--- config.mk ---
export PLATFORM = sky130hd
export DESIGN_NAME = control_secuencia_cmd_flat
export DESIGN_NICKNAME = d
export VERILOG_FILES = /design/src/rtl/control_secuencia_cmd_if.sv /design/src/rtl/control_secuencia_cmd.sv /design/src/flat_wrapper.sv
export SDC_FILE = /design/constraint.sdc
export NUM_CORES = 1
export LEC_CHECK = 0
export CAP_MARGIN = 10
export CORE_ASPECT_RATIO = 0.5
export CORE_UTILIZATION = 55
export CTS_BUF_LIST = sky130_fd_sc_hd__clkbuf_16
export DETAILED_ROUTE_END_ITERATION = 10
export PLACE_DENSITY = 0.87
export SETUP_SLACK_MARGIN = 0.1
export SLEW_MARGIN = 20
export SYNTH_ARGS = -nofsm -noshare
export SYNTH_HDL_FRONTEND = slang
export SYNTH_SLANG_ARGS = --single-unit
--- constraint.sdc ---
create_clock -name sd_clock -period 6.9 [get_ports sd_clock]
set_input_delay 1.38 -clock sd_clock [delete_from_list [all_inputs] [get_ports sd_clock]]
set_output_delay 1.38 -clock sd_clock [all_outputs]
set_load 0.1 [all_outputs]
--- src/rtl/control_secuencia_cmd_if.sv ---
`default_nettype none
// ============================================================================
//  Module      : control_secuencia_cmd_if
//  Description : Host-side and physical-layer-side signal bundle for the CMD
//                sequencer. The sequencer connects through the slave
//                modport. The host/PHY side connects through the master
//                modport.
//  Parameters  : RESP_W - width of the response word
//  Revision    : 1.0 - initial release
// ============================================================================
interface control_secuencia_cmd_if #(
  parameter int RESP_W = 15
);
  // host command request
  logic              cmd_start;
  logic [5:0]        cmd_index;
  logic [31:0]       cmd_argument;
  logic              cmd_no_response;
  logic              cmd_abort;
  // host status / result
  logic              cmd_busy;
  logic              cmd_done;
  logic [RESP_W-1:0] cmd_response;
  logic              cmd_timeout_err;
  logic [47:0]       cmd_frame;
  // towards the physical layer
  logic              phy_strobe;
  logic              phy_ack;
  logic              phy_idle;
  logic              phy_no_response;
  // from the physical layer
  logic              phy_strobe_in;
  logic              phy_ack_in;
  logic [RESP_W-1:0] phy_response;
  logic              phy_timeout;

  modport slave (
    input  cmd_start, cmd_index, cmd_argument, cmd_no_response, cmd_abort,
    input  phy_strobe_in, phy_ack_in, phy_response, phy_timeout,
    output cmd_busy, cmd_done, cmd_response, cmd_timeout_err, cmd_frame,
    output phy_strobe, phy_ack, phy_idle, phy_no_response
  );

  modport master (
    output cmd_start, cmd_index, cmd_argument, cmd_no_response, cmd_abort,
    output phy_strobe_in, phy_ack_in, phy_response, phy_timeout,
    input  cmd_busy, cmd_done, cmd_response, cmd_timeout_err, cmd_frame,
    input  phy_strobe, phy_ack, phy_idle, phy_no_response
  );
endinterface
`default_nettype wire

--- src/rtl/control_secuencia_cmd.sv ---
`default_nettype none
// ============================================================================
//  Module      : control_secuencia_cmd
//  Description : Command-layer sequencer for the SD CMD line. It latches a
//                host command and computes its CRC7 serially, one bit per
//                cycle. It then builds the 48-bit frame and runs the
//                strobe/ack handshake with the physical layer. It also
//                handles timeout, watchdog and abort, and returns the
//                captured response.
//  Ports       : sd_clock - clock, all logic on rising edge
//                reset    - asynchronous active-low reset
//                bus      - control_secuencia_cmd_if.slave:
//                  host side : cmd_start/index/argument/no_response/abort in;
//                              cmd_busy/done/response/timeout_err/frame out
//                  PHY side  : phy_strobe/ack/idle/no_response out;
//                              phy_strobe_in/ack_in/response/timeout in
//  Macro       : CMD_RETRY_EN - when defined, a timeout re-issues the frame.
//                The frame is re-issued up to MAX_RETRY times before an
//                error is reported.
//  Revision    : 1.0 - initial release
// ============================================================================
module control_secuencia_cmd #(
  parameter int RESP_W       = 15,
  parameter int WATCHDOG_CYC = 1024,
  parameter int MAX_RETRY    = 2
) (
  input  wire logic              sd_clock,
  input  wire logic              reset,
  control_secuencia_cmd_if.slave bus
);

  localparam int WD_W = $clog2(WATCHDOG_CYC) + 1;

  typedef enum logic [6:0] {
    S_IDLE      = 7'b000_0001,
    S_CRC       = 7'b000_0010,
    S_REQ       = 7'b000_0100,
    S_WAIT_RESP = 7'b000_1000,
    S_WAIT_ACK  = 7'b001_0000,
    S_ABORT     = 7'b010_0000,
    S_DONE      = 7'b100_0000
  } state_t;

  state_t            state_q, state_d;
  logic [6:0]        crc_q, crc_d;
  logic [5:0]        bit_cnt_q, bit_cnt_d;
  logic [WD_W-1:0]   wd_q, wd_d;
  logic [5:0]        idx_q, idx_d;
  logic [31:0]       arg_q, arg_d;
  logic              nores_q, nores_d;
  logic [47:0]       frame_q, frame_d;
  logic [RESP_W-1:0] resp_q, resp_d;
  logic              terr_q, terr_d;

`ifdef CMD_RETRY_EN
  localparam int RETRY_W = (MAX_RETRY < 1) ? 1 : $clog2(MAX_RETRY + 1);
  logic [RETRY_W-1:0] retry_cnt_q, retry_cnt_d;
  // set when the current ABORT pass is a retry and must return to REQ
  logic               retry_pend_q, retry_pend_d;
`else
  logic w_unused_cfg;
  assign w_unused_cfg = (MAX_RETRY >= 0);
`endif

  logic [39:0] w_msg;
  logic        w_fb;
  logic [6:0]  w_crc_next;
  logic        w_wd_expired;
  logic        w_abort;
  logic        w_to;

  // Frame body without CRC: start bit 0, transmission bit 1, index, argument.
  assign w_msg        = {2'b01, idx_q, arg_q};
  assign w_fb         = w_msg[6'd39 - bit_cnt_q] ^ crc_q[6];
  assign w_crc_next   = {crc_q[5:3], crc_q[2] ^ w_fb, crc_q[1:0], w_fb};
  assign w_wd_expired = (wd_q == WD_W'(WATCHDOG_CYC - 1));
  assign w_abort      = bus.cmd_abort &&
                        ((state_q == S_CRC) || (state_q == S_REQ) ||
                         (state_q == S_WAIT_RESP) || (state_q == S_WAIT_ACK));

  always_comb begin
    state_d   = state_q;
    crc_d     = crc_q;
    bit_cnt_d = bit_cnt_q;
    wd_d      = wd_q;
    idx_d     = idx_q;
    arg_d     = arg_q;
    nores_d   = nores_q;
    frame_d   = frame_q;
    resp_d    = resp_q;
    terr_d    = terr_q;
    w_to      = 1'b0;
`ifdef CMD_RETRY_EN
    retry_cnt_d  = retry_cnt_q;
    retry_pend_d = retry_pend_q;
`endif

    // The watchdog spans both wait states and saturates instead of wrapping.
    if (((state_q == S_WAIT_RESP) || (state_q == S_WAIT_ACK)) && !(&wd_q)) begin
      wd_d = wd_q + WD_W'(1);
    end

    if (w_abort) begin
      state_d = S_ABORT;
    end else begin
      case (state_q)
        S_IDLE: begin
          if (bus.cmd_start) begin
            idx_d     = bus.cmd_index;
            arg_d     = bus.cmd_argument;
            nores_d   = bus.cmd_no_response;
            terr_d    = 1'b0;
            crc_d     = 7'd0;
            bit_cnt_d = 6'd0;
`ifdef CMD_RETRY_EN
            retry_cnt_d  = '0;
            retry_pend_d = 1'b0;
`endif
            state_d   = S_CRC;
          end
        end
        S_CRC: begin
          crc_d     = w_crc_next;
          bit_cnt_d = bit_cnt_q + 6'd1;
          if (bit_cnt_q == 6'd39) begin
            // the last bit's CRC is taken combinationally so the frame is ready at REQ
            frame_d = {w_msg, w_crc_next, 1'b1};
            state_d = S_REQ;
          end
        end
        S_REQ: begin
          wd_d    = '0;
          state_d = S_WAIT_RESP;
        end
        S_WAIT_RESP: begin
          // a timeout in the same cycle as a response wins and drops the response
          if (bus.phy_timeout || w_wd_expired) begin
            w_to = 1'b1;
          end else if (bus.phy_strobe_in) begin
            resp_d  = bus.phy_response;
            state_d = S_WAIT_ACK;
          end
        end
        S_WAIT_ACK: begin
          if (w_wd_expired) begin
            w_to = 1'b1;
          end else if (bus.phy_ack_in) begin
            state_d = S_DONE;
          end
        end
        S_ABORT: begin
`ifdef CMD_RETRY_EN
          if (retry_pend_q) begin
            retry_pend_d = 1'b0;
            state_d      = S_REQ;
          end else begin
            state_d = S_DONE;
          end
`else
          state_d = S_DONE;
`endif
        end
        S_DONE: begin
          state_d = S_IDLE;
        end
        default: begin
          state_d = S_IDLE;
        end
      endcase
    end

    if (w_to) begin
      state_d = S_ABORT;
`ifdef CMD_RETRY_EN
      if (retry_cnt_q < RETRY_W'(MAX_RETRY)) begin
        retry_cnt_d  = retry_cnt_q + RETRY_W'(1);
        retry_pend_d = 1'b1;
      end else begin
        terr_d = 1'b1;
      end
`else
      terr_d = 1'b1;
`endif
    end
  end

  always_ff @(posedge sd_clock or negedge reset) begin
    if (!reset) begin
      state_q   <= S_IDLE;
      crc_q     <= 7'd0;
      bit_cnt_q <= 6'd0;
      wd_q      <= '0;
      idx_q     <= 6'd0;
      arg_q     <= 32'd0;
      nores_q   <= 1'b0;
      frame_q   <= 48'd0;
      resp_q    <= '0;
      terr_q    <= 1'b0;
`ifdef CMD_RETRY_EN
      retry_cnt_q  <= '0;
      retry_pend_q <= 1'b0;
`endif
    end else begin
      state_q   <= state_d;
      crc_q     <= crc_d;
      bit_cnt_q <= bit_cnt_d;
      wd_q      <= wd_d;
      idx_q     <= idx_d;
      arg_q     <= arg_d;
      nores_q   <= nores_d;
      frame_q   <= frame_d;
      resp_q    <= resp_d;
      terr_q    <= terr_d;
`ifdef CMD_RETRY_EN
      retry_cnt_q  <= retry_cnt_d;
      retry_pend_q <= retry_pend_d;
`endif
    end
  end

  // Handshake outputs decode straight from the registered one-hot state.
  assign bus.cmd_busy        = (state_q != S_IDLE);
  assign bus.cmd_done        = (state_q == S_DONE);
  assign bus.cmd_response    = resp_q;
  assign bus.cmd_timeout_err = terr_q;
  assign bus.cmd_frame       = frame_q;
  assign bus.phy_strobe      = (state_q == S_REQ);
  assign bus.phy_ack         = (state_q == S_WAIT_ACK);
  assign bus.phy_idle        = (state_q == S_ABORT);
  assign bus.phy_no_response = (state_q != S_IDLE) && nores_q;

endmodule
`default_nettype wire
--- src/flat_wrapper.sv ---
// flat-port wrapper written by rule: the top's interface ports become plain ports
module control_secuencia_cmd_flat 
#(
  parameter int RESP_W       = 15,
  parameter int WATCHDOG_CYC = 1024,
  parameter int MAX_RETRY    = 2
)
  (sd_clock, reset, bus_cmd_start, bus_cmd_index, bus_cmd_argument, bus_cmd_no_response, bus_cmd_abort, bus_phy_strobe_in, bus_phy_ack_in, bus_phy_response, bus_phy_timeout, bus_cmd_busy, bus_cmd_done, bus_cmd_response, bus_cmd_timeout_err, bus_cmd_frame, bus_phy_strobe, bus_phy_ack, bus_phy_idle, bus_phy_no_response);
  control_secuencia_cmd_if #(.RESP_W(RESP_W)) bus_i ();
  input  wire logic sd_clock;
  input  wire logic reset;
  input wire logic [$bits(bus_i.cmd_start)-1:0] bus_cmd_start;
  input wire logic [$bits(bus_i.cmd_index)-1:0] bus_cmd_index;
  input wire logic [$bits(bus_i.cmd_argument)-1:0] bus_cmd_argument;
  input wire logic [$bits(bus_i.cmd_no_response)-1:0] bus_cmd_no_response;
  input wire logic [$bits(bus_i.cmd_abort)-1:0] bus_cmd_abort;
  input wire logic [$bits(bus_i.phy_strobe_in)-1:0] bus_phy_strobe_in;
  input wire logic [$bits(bus_i.phy_ack_in)-1:0] bus_phy_ack_in;
  input wire logic [$bits(bus_i.phy_response)-1:0] bus_phy_response;
  input wire logic [$bits(bus_i.phy_timeout)-1:0] bus_phy_timeout;
  output wire logic [$bits(bus_i.cmd_busy)-1:0] bus_cmd_busy;
  output wire logic [$bits(bus_i.cmd_done)-1:0] bus_cmd_done;
  output wire logic [$bits(bus_i.cmd_response)-1:0] bus_cmd_response;
  output wire logic [$bits(bus_i.cmd_timeout_err)-1:0] bus_cmd_timeout_err;
  output wire logic [$bits(bus_i.cmd_frame)-1:0] bus_cmd_frame;
  output wire logic [$bits(bus_i.phy_strobe)-1:0] bus_phy_strobe;
  output wire logic [$bits(bus_i.phy_ack)-1:0] bus_phy_ack;
  output wire logic [$bits(bus_i.phy_idle)-1:0] bus_phy_idle;
  output wire logic [$bits(bus_i.phy_no_response)-1:0] bus_phy_no_response;
  assign bus_i.cmd_start = bus_cmd_start;
  assign bus_i.cmd_index = bus_cmd_index;
  assign bus_i.cmd_argument = bus_cmd_argument;
  assign bus_i.cmd_no_response = bus_cmd_no_response;
  assign bus_i.cmd_abort = bus_cmd_abort;
  assign bus_i.phy_strobe_in = bus_phy_strobe_in;
  assign bus_i.phy_ack_in = bus_phy_ack_in;
  assign bus_i.phy_response = bus_phy_response;
  assign bus_i.phy_timeout = bus_phy_timeout;
  assign bus_cmd_busy = bus_i.cmd_busy;
  assign bus_cmd_done = bus_i.cmd_done;
  assign bus_cmd_response = bus_i.cmd_response;
  assign bus_cmd_timeout_err = bus_i.cmd_timeout_err;
  assign bus_cmd_frame = bus_i.cmd_frame;
  assign bus_phy_strobe = bus_i.phy_strobe;
  assign bus_phy_ack = bus_i.phy_ack;
  assign bus_phy_idle = bus_i.phy_idle;
  assign bus_phy_no_response = bus_i.phy_no_response;
  control_secuencia_cmd #(.RESP_W(RESP_W), .WATCHDOG_CYC(WATCHDOG_CYC), .MAX_RETRY(MAX_RETRY)) u_core (.sd_clock(sd_clock), .reset(reset), .bus(bus_i));
endmodule
### Yosys cells after proc, flatten, opt, wreduce, memory -nomap -nowiden

Cells that the tools add are included.

* add/subtract/negate cells: 3
* multipliers: 0
* div/mod/pow operators: 0
* order comparisons: 1
* equality and inequality tests: 18
* shift-type cells: 0
* mux-type cells: 26
* bitwise operators: 4
* reductions and logical operators: 19

Operators with widths (number)
* 7-bit two-way mux: 9
* 7-bit one-hot mux with 6 select lines: 1
* 11-bit two-way mux: 3
* 4-bit by 2-bit inequality test with 1-bit output (second input constant): 5
* 7-bit one-hot mux with 2 select lines: 1
* 6-bit one-hot mux with 2 select lines: 1
* 3-bit AND reduction: 4
* 11-bit by 1-bit adder with 11-bit output (second input constant): 1
* 11-bit by 10-bit equality test with 1-bit output (second input constant): 1
* 11-bit AND reduction: 1
* 1-bit two-way mux: 8
* 7-bit by 1-bit equality test with 1-bit output (second input constant): 1
* 7-bit by 2-bit equality test with 1-bit output (second input constant): 1
* 7-bit by 3-bit equality test with 1-bit output (second input constant): 1
* 7-bit by 4-bit equality test with 1-bit output (second input constant): 1
* 7-bit by 5-bit equality test with 1-bit output (second input constant): 1
* 7-bit by 6-bit equality test with 1-bit output (second input constant): 1
* 7-bit equality test (second input constant): 1
* 6-bit by 7-bit less-than comparator with 1-bit output (second input constant): 1
* 7-bit by 1-bit inequality test with 1-bit output (second input constant): 1
* 6-bit by 1-bit adder with 6-bit output (second input constant): 1
* 1-bit binary-select mux with 6-bit select: 1
* 6-bit equality test (second input constant): 1
* 6-bit two-way mux: 1
* other kinds (12): 23

* bits in registers: 133
* bits in latches: 0
* bits in writable memories: 0
* bits in read-only memories: 0
* input bits: 61
* output and inout port bits: 70
* logic and storage cells: 81
* memories kept: 0

### Logic depth before layout (Yosys ltp)

* depth in word-level cells: 8
* depth in mapped cells: 10
* mapped depth without buffers: 9

### Worst setup path before layout

No wires, ideal clock.

* kind: reg-to-output
* start: reg u_core.state_q[4]
* end: out bus_phy_idle
* arrival: 4292 ps
* required time: 5520 ps
* slack: 1228 ps
* stages on the path, launching flop included: 4
* buffers on the path: 1
* cell sequence: dfrtp_1 > clkbuf_1 > or4_1 > nor4b_1

* cells in the longest elaborated chain, start to end: 1

Ends and longest elaborated chain
* from (decl): RTL line control_secuencia_cmd.sv:44 `state_t state_q, state_d;`
* from (signal assigned): RTL line control_secuencia_cmd.sv:204 `state_q <= state_d;`
* 7-bit by 6-bit equality test with 1-bit output: RTL line control_secuencia_cmd.sv:229 `assign bus.phy_idle = (state_q == S_ABORT);`
* to (decl): RTL line flat_wrapper.sv:28 `output wire logic [$bits(bus_i.phy_idle)-1:0] bus_phy_idle;`

No other way between the ends.

### Final worst setup path

* start: reg u_core.state_q[1]
* end: out bus_phy_ack

* cells in the longest elaborated chain, start to end: 1

Ends and longest elaborated chain
* 7-bit by 5-bit equality test with 1-bit output: RTL line control_secuencia_cmd.sv:228 `assign bus.phy_ack = (state_q == S_WAIT_ACK);`
* to (decl): RTL line flat_wrapper.sv:27 `output wire logic [$bits(bus_i.phy_ack)-1:0] bus_phy_ack;`

No other way between the ends.

==> impl_metrics.env <==
export IMPL_num_rows=26
export IMPL_post_cts_buffers=0
export IMPL_rsz0062_at_grt="no"
export IMPL_syn_nets=684
export IMPL_max_freq_mhz=212
export IMPL_grt_max_degree=73
export IMPL_synth_edf_count=0
export IMPL_dp_hpwl_um=9220
export IMPL_startpoint_type="flip-flop"
export IMPL_p_comb_share_pct=22.1
export IMPL_final_cell_mix="nand2_1 (260), dfrtp_1 (131), clkdlybuf4s50_1 (128)"
export IMPL_grt_pass1_wl_um=22500
export IMPL_path_clk_slew_ns=0.06
export IMPL_antenna_found_initial=0
export IMPL_grt_total_usage_pct=26.5
export IMPL_p_leak_uw=0.00380
export IMPL_syn_area_per_cell_sq_um=9.55
export IMPL_synth_seq_cells=132
export IMPL_p_switching_uw=889
export IMPL_power_density_nw_per_um2=338
export IMPL_ant_nets=0
export IMPL_switching_share_pct=33.3
export IMPL_peakVddDrop_mv=0.216
export IMPL_fin_skew_ns=0.00887
export IMPL_synth_cell_types=54
export IMPL_drtIter0Drc=244
export IMPL_synth_area_sq_um=5910
export IMPL_slowest_delay_ns=1.14
export IMPL_setup_violations=0
export IMPL_fin_cells=890
export IMPL_hold_viol_final=0
export IMPL_internal_power_uw=1780
export IMPL_hp_start="u_core.bus.cmd_frame[6]"
export IMPL_worstPathArrival_ns=3.33
export IMPL_core_sq_um=10300
export IMPL_cts_tree="yes"
export IMPL_maxSlewHeadroom_pct=32.7
export IMPL_cts_resized=0
export IMPL_hold_path_class="flip-flop to flip-flop"
export IMPL_start_util_pct=57.4
export IMPL_worst_setup_path_end_kind="primary output"
export IMPL_dp_cells=858
export IMPL_r2r_start="u_core.state_q[2]"
export IMPL_die_h_um=75.3
export IMPL_p_total_uw=2670
export IMPL_cap_violations=0
export IMPL_synth_flop_cell="dfrtp_1"
export IMPL_clk_latency_ns=0.42
export IMPL_die_area_sq_um=11200
export IMPL_num_io_pins=131
export IMPL_crit_family="buffers and inverters"
export IMPL_postCtsHoldBufs=0
export IMPL_final_common_cell="nand2_1"
export IMPL_timing_setup_tns_ns=0
export IMPL_totalWireLength_um=14200
export IMPL_cts_made_buffers=17
export IMPL_cts_root_buf="clkbuf_16"
export IMPL_finish_utilization_pct=76.7
export IMPL_vias_per_cell=5.40
export IMPL_grt_pass1_vias=4657
export IMPL_antenna_cells=0
export IMPL_nets=802
export IMPL_layout_drive_gt1_share_pct=9.87
export IMPL_ys_async_sr_fraction_pct=100
export IMPL_cp_max_fo=10
export IMPL_cts_htree_levels=4
export IMPL_cp_slowest_cell="clkdlybuf4s50_1"
export IMPL_detail_route_wl_per_cell_um=16.0
export IMPL_clockPowerShare_pct=36.3
export IMPL_seq_area_frac_synth_pct=55.9
export IMPL_worst_slew_pin_slew_ns=1.01
export IMPL_crit_chain="or4_4, or4b_2, inv_1, clkdlybuf4s50_1"
export IMPL_synth_warnings=0
export IMPL_syn2layout_area_growth_pct=33.7
export IMPL_drv_slew=0
export IMPL_rrSetupSlack_ns=3.89
export IMPL_cp_data_required_time_ns=5.52
export IMPL_status="complete, no violations"
export IMPL_firstDrtPassIters=5
export IMPL_clock_sinks=132
export IMPL_cts_buffer_depth=2
export IMPL_dr_total_vias=4808
export IMPL_cp_startpoint="u_core.state_q[1]"
export IMPL_fin_crit_ns=4.71
export IMPL_die_w_um=149
export IMPL_grt_overflow=0
export IMPL_drc_errors=0
export IMPL_p_seq_share_pct=41.6
export IMPL_cp_num_buf_inv=2
export IMPL_portBuffers=129
export IMPL_worstSetupPathType="flip-flop to primary output"
export IMPL_fin_crit_sh_pct=68.2
export IMPL_synthCells=619
export IMPL_gp_congestion=0.815
registers in the layout, indices dropped and copies added (netlist names):
| signal | flops |
|---|---|
| u_core.bus.cmd_frame | 46 |
| u_core.arg_q | 32 |
| u_core.bus.cmd_response | 15 |
| u_core.wd_q | 11 |
| u_core.crc_q | 7 |
| u_core.state_q | 7 |
| u_core.bit_cnt_q | 6 |
| u_core.idx_q | 6 |
| u_core.bus.cmd_timeout_err | 1 |
| u_core.nores_q | 1 |
stage by stage:
stage | hold WS (ns) | instance area [sq um] | setup WS, ns
global placement | 0.454 | 7270 | 2.66
global route | 0.503 | 7910 | 2.05
CTS | 0.478 | 7910 | 2.19
floorplan | 0.438 | 5910 | 1.23
finish | 0.471 | 7910 | 2.19
detailed placement | 0.463 | 7270 | 2.64
cell usage after synthesis (2+ instances only):
cell / number / share of area [%]
a21o_1: 2 / 0.25
a21oi_1: 10 / 0.85
a22o_1: 7 / 1.0
and2_1: 4 / 0.42
and3_1: 3 / 0.32
and4_1: 2 / 0.30
buf_2: 7 / 0.59
buf_4: 2 / 0.25
clkbuf_1: 24 / 1.5
dfrtp_1: 131 / 55
ha_1: 4 / 0.85
inv_1: 8 / 0.51
mux2_2: 21 / 4.0
mux2i_1: 3 / 0.51
mux4_2: 6 / 2.3
nand2_1: 260 / 17
nand2b_1: 9 / 0.95
nand3_1: 6 / 0.51
nand4_1: 7 / 0.74
nand4b_1: 2 / 0.30
nor2_1: 22 / 1.4
nor2b_1: 5 / 0.53
nor3_1: 6 / 0.51
nor3b_1: 2 / 0.25
nor4_1: 4 / 0.42
nor4b_1: 3 / 0.44
o2111ai_1: 2 / 0.30
o211ai_1: 3 / 0.38
o21ai_0: 12 / 1.0
o31ai_1: 2 / 0.25
or3_1: 4 / 0.42
or4_1: 2 / 0.25
xnor2_1: 7 / 1.0
xor2_1: 7 / 1.0
power groups by stage:
stage                     registers (uW)  clock network [uW]  logic [uW]
after floorplan                     1050                   0         456
after global placement              1100                   0         559
after detailed placement            1110                   0         580
after CTS                           1110                 974         593
after global routing                1140                1010         647
final                               1110                 968         590
logic make-up (layout without fill, tap and decap cells):
kind of cell | after synthesis | count (layout) | synth area share [%]
AO/OA/AOI/OAI | 46 | 46 | 5.39
buffers and inverters | 43 | 174 | 3.13
XOR/XNOR | 14 | 14 | 2.07
other | 1 | 1 | 0.0634
AND/OR/NAND/NOR | 349 | 349 | 25.8
adder cells (fa/ha/maj) | 4 | 4 | 0.846
multiplexers | 30 | 30 | 6.79
flip-flops | 132 | 132 | 55.9
layout make-up:
cell class / instances / area, sq um
inverter: 8 / 30.0
fill: 676 / 2410
sequential: 132 / 3300
tap: 140 / 175
multi-input combinational: 444 / 2430
timing repair buffer: 134 / 1330
clock inverter: 15 / 208
clock buffer: 17 / 425
final timing paths:
path,endpoint,cells after the start
max in group asynchronous,u_core.bus.cmd_response[0],2
min in group asynchronous,u_core.arg_q[31],1
worst min register to register,u_core.bus.cmd_frame[6],2
worst max register to register,u_core.bus.cmd_frame[4],6
worst max-delay path,bus_phy_ack,4
worst min-delay path,u_core.bus.cmd_frame[6],2
worst reg2reg max path, cell delays in order, from the launching register on:
cell	delay (ns)
dfrtp_1	0.49
nor3_1	0.40
nand4b_1	0.36
or3_2	0.96
a2111o_1	0.52
nand3_1	0.08
a21oi_1	0.04
metal layers:
| metal | vias to the layer above | track usage (%) | wire, um |
|---|---|---|---|
| met2 | 165 | 44.3 | 6860 |
| met3 | 26 | 7.25 | 857 |
| li1 | 2283 | - | - |
| met1 | 2334 | 33.9 | 6270 |
| met4 | 0 | 10.4 | 255 |
| met5 | - | 0 | 0 |
No activity file was read; power rests on OpenSTA's default activity.
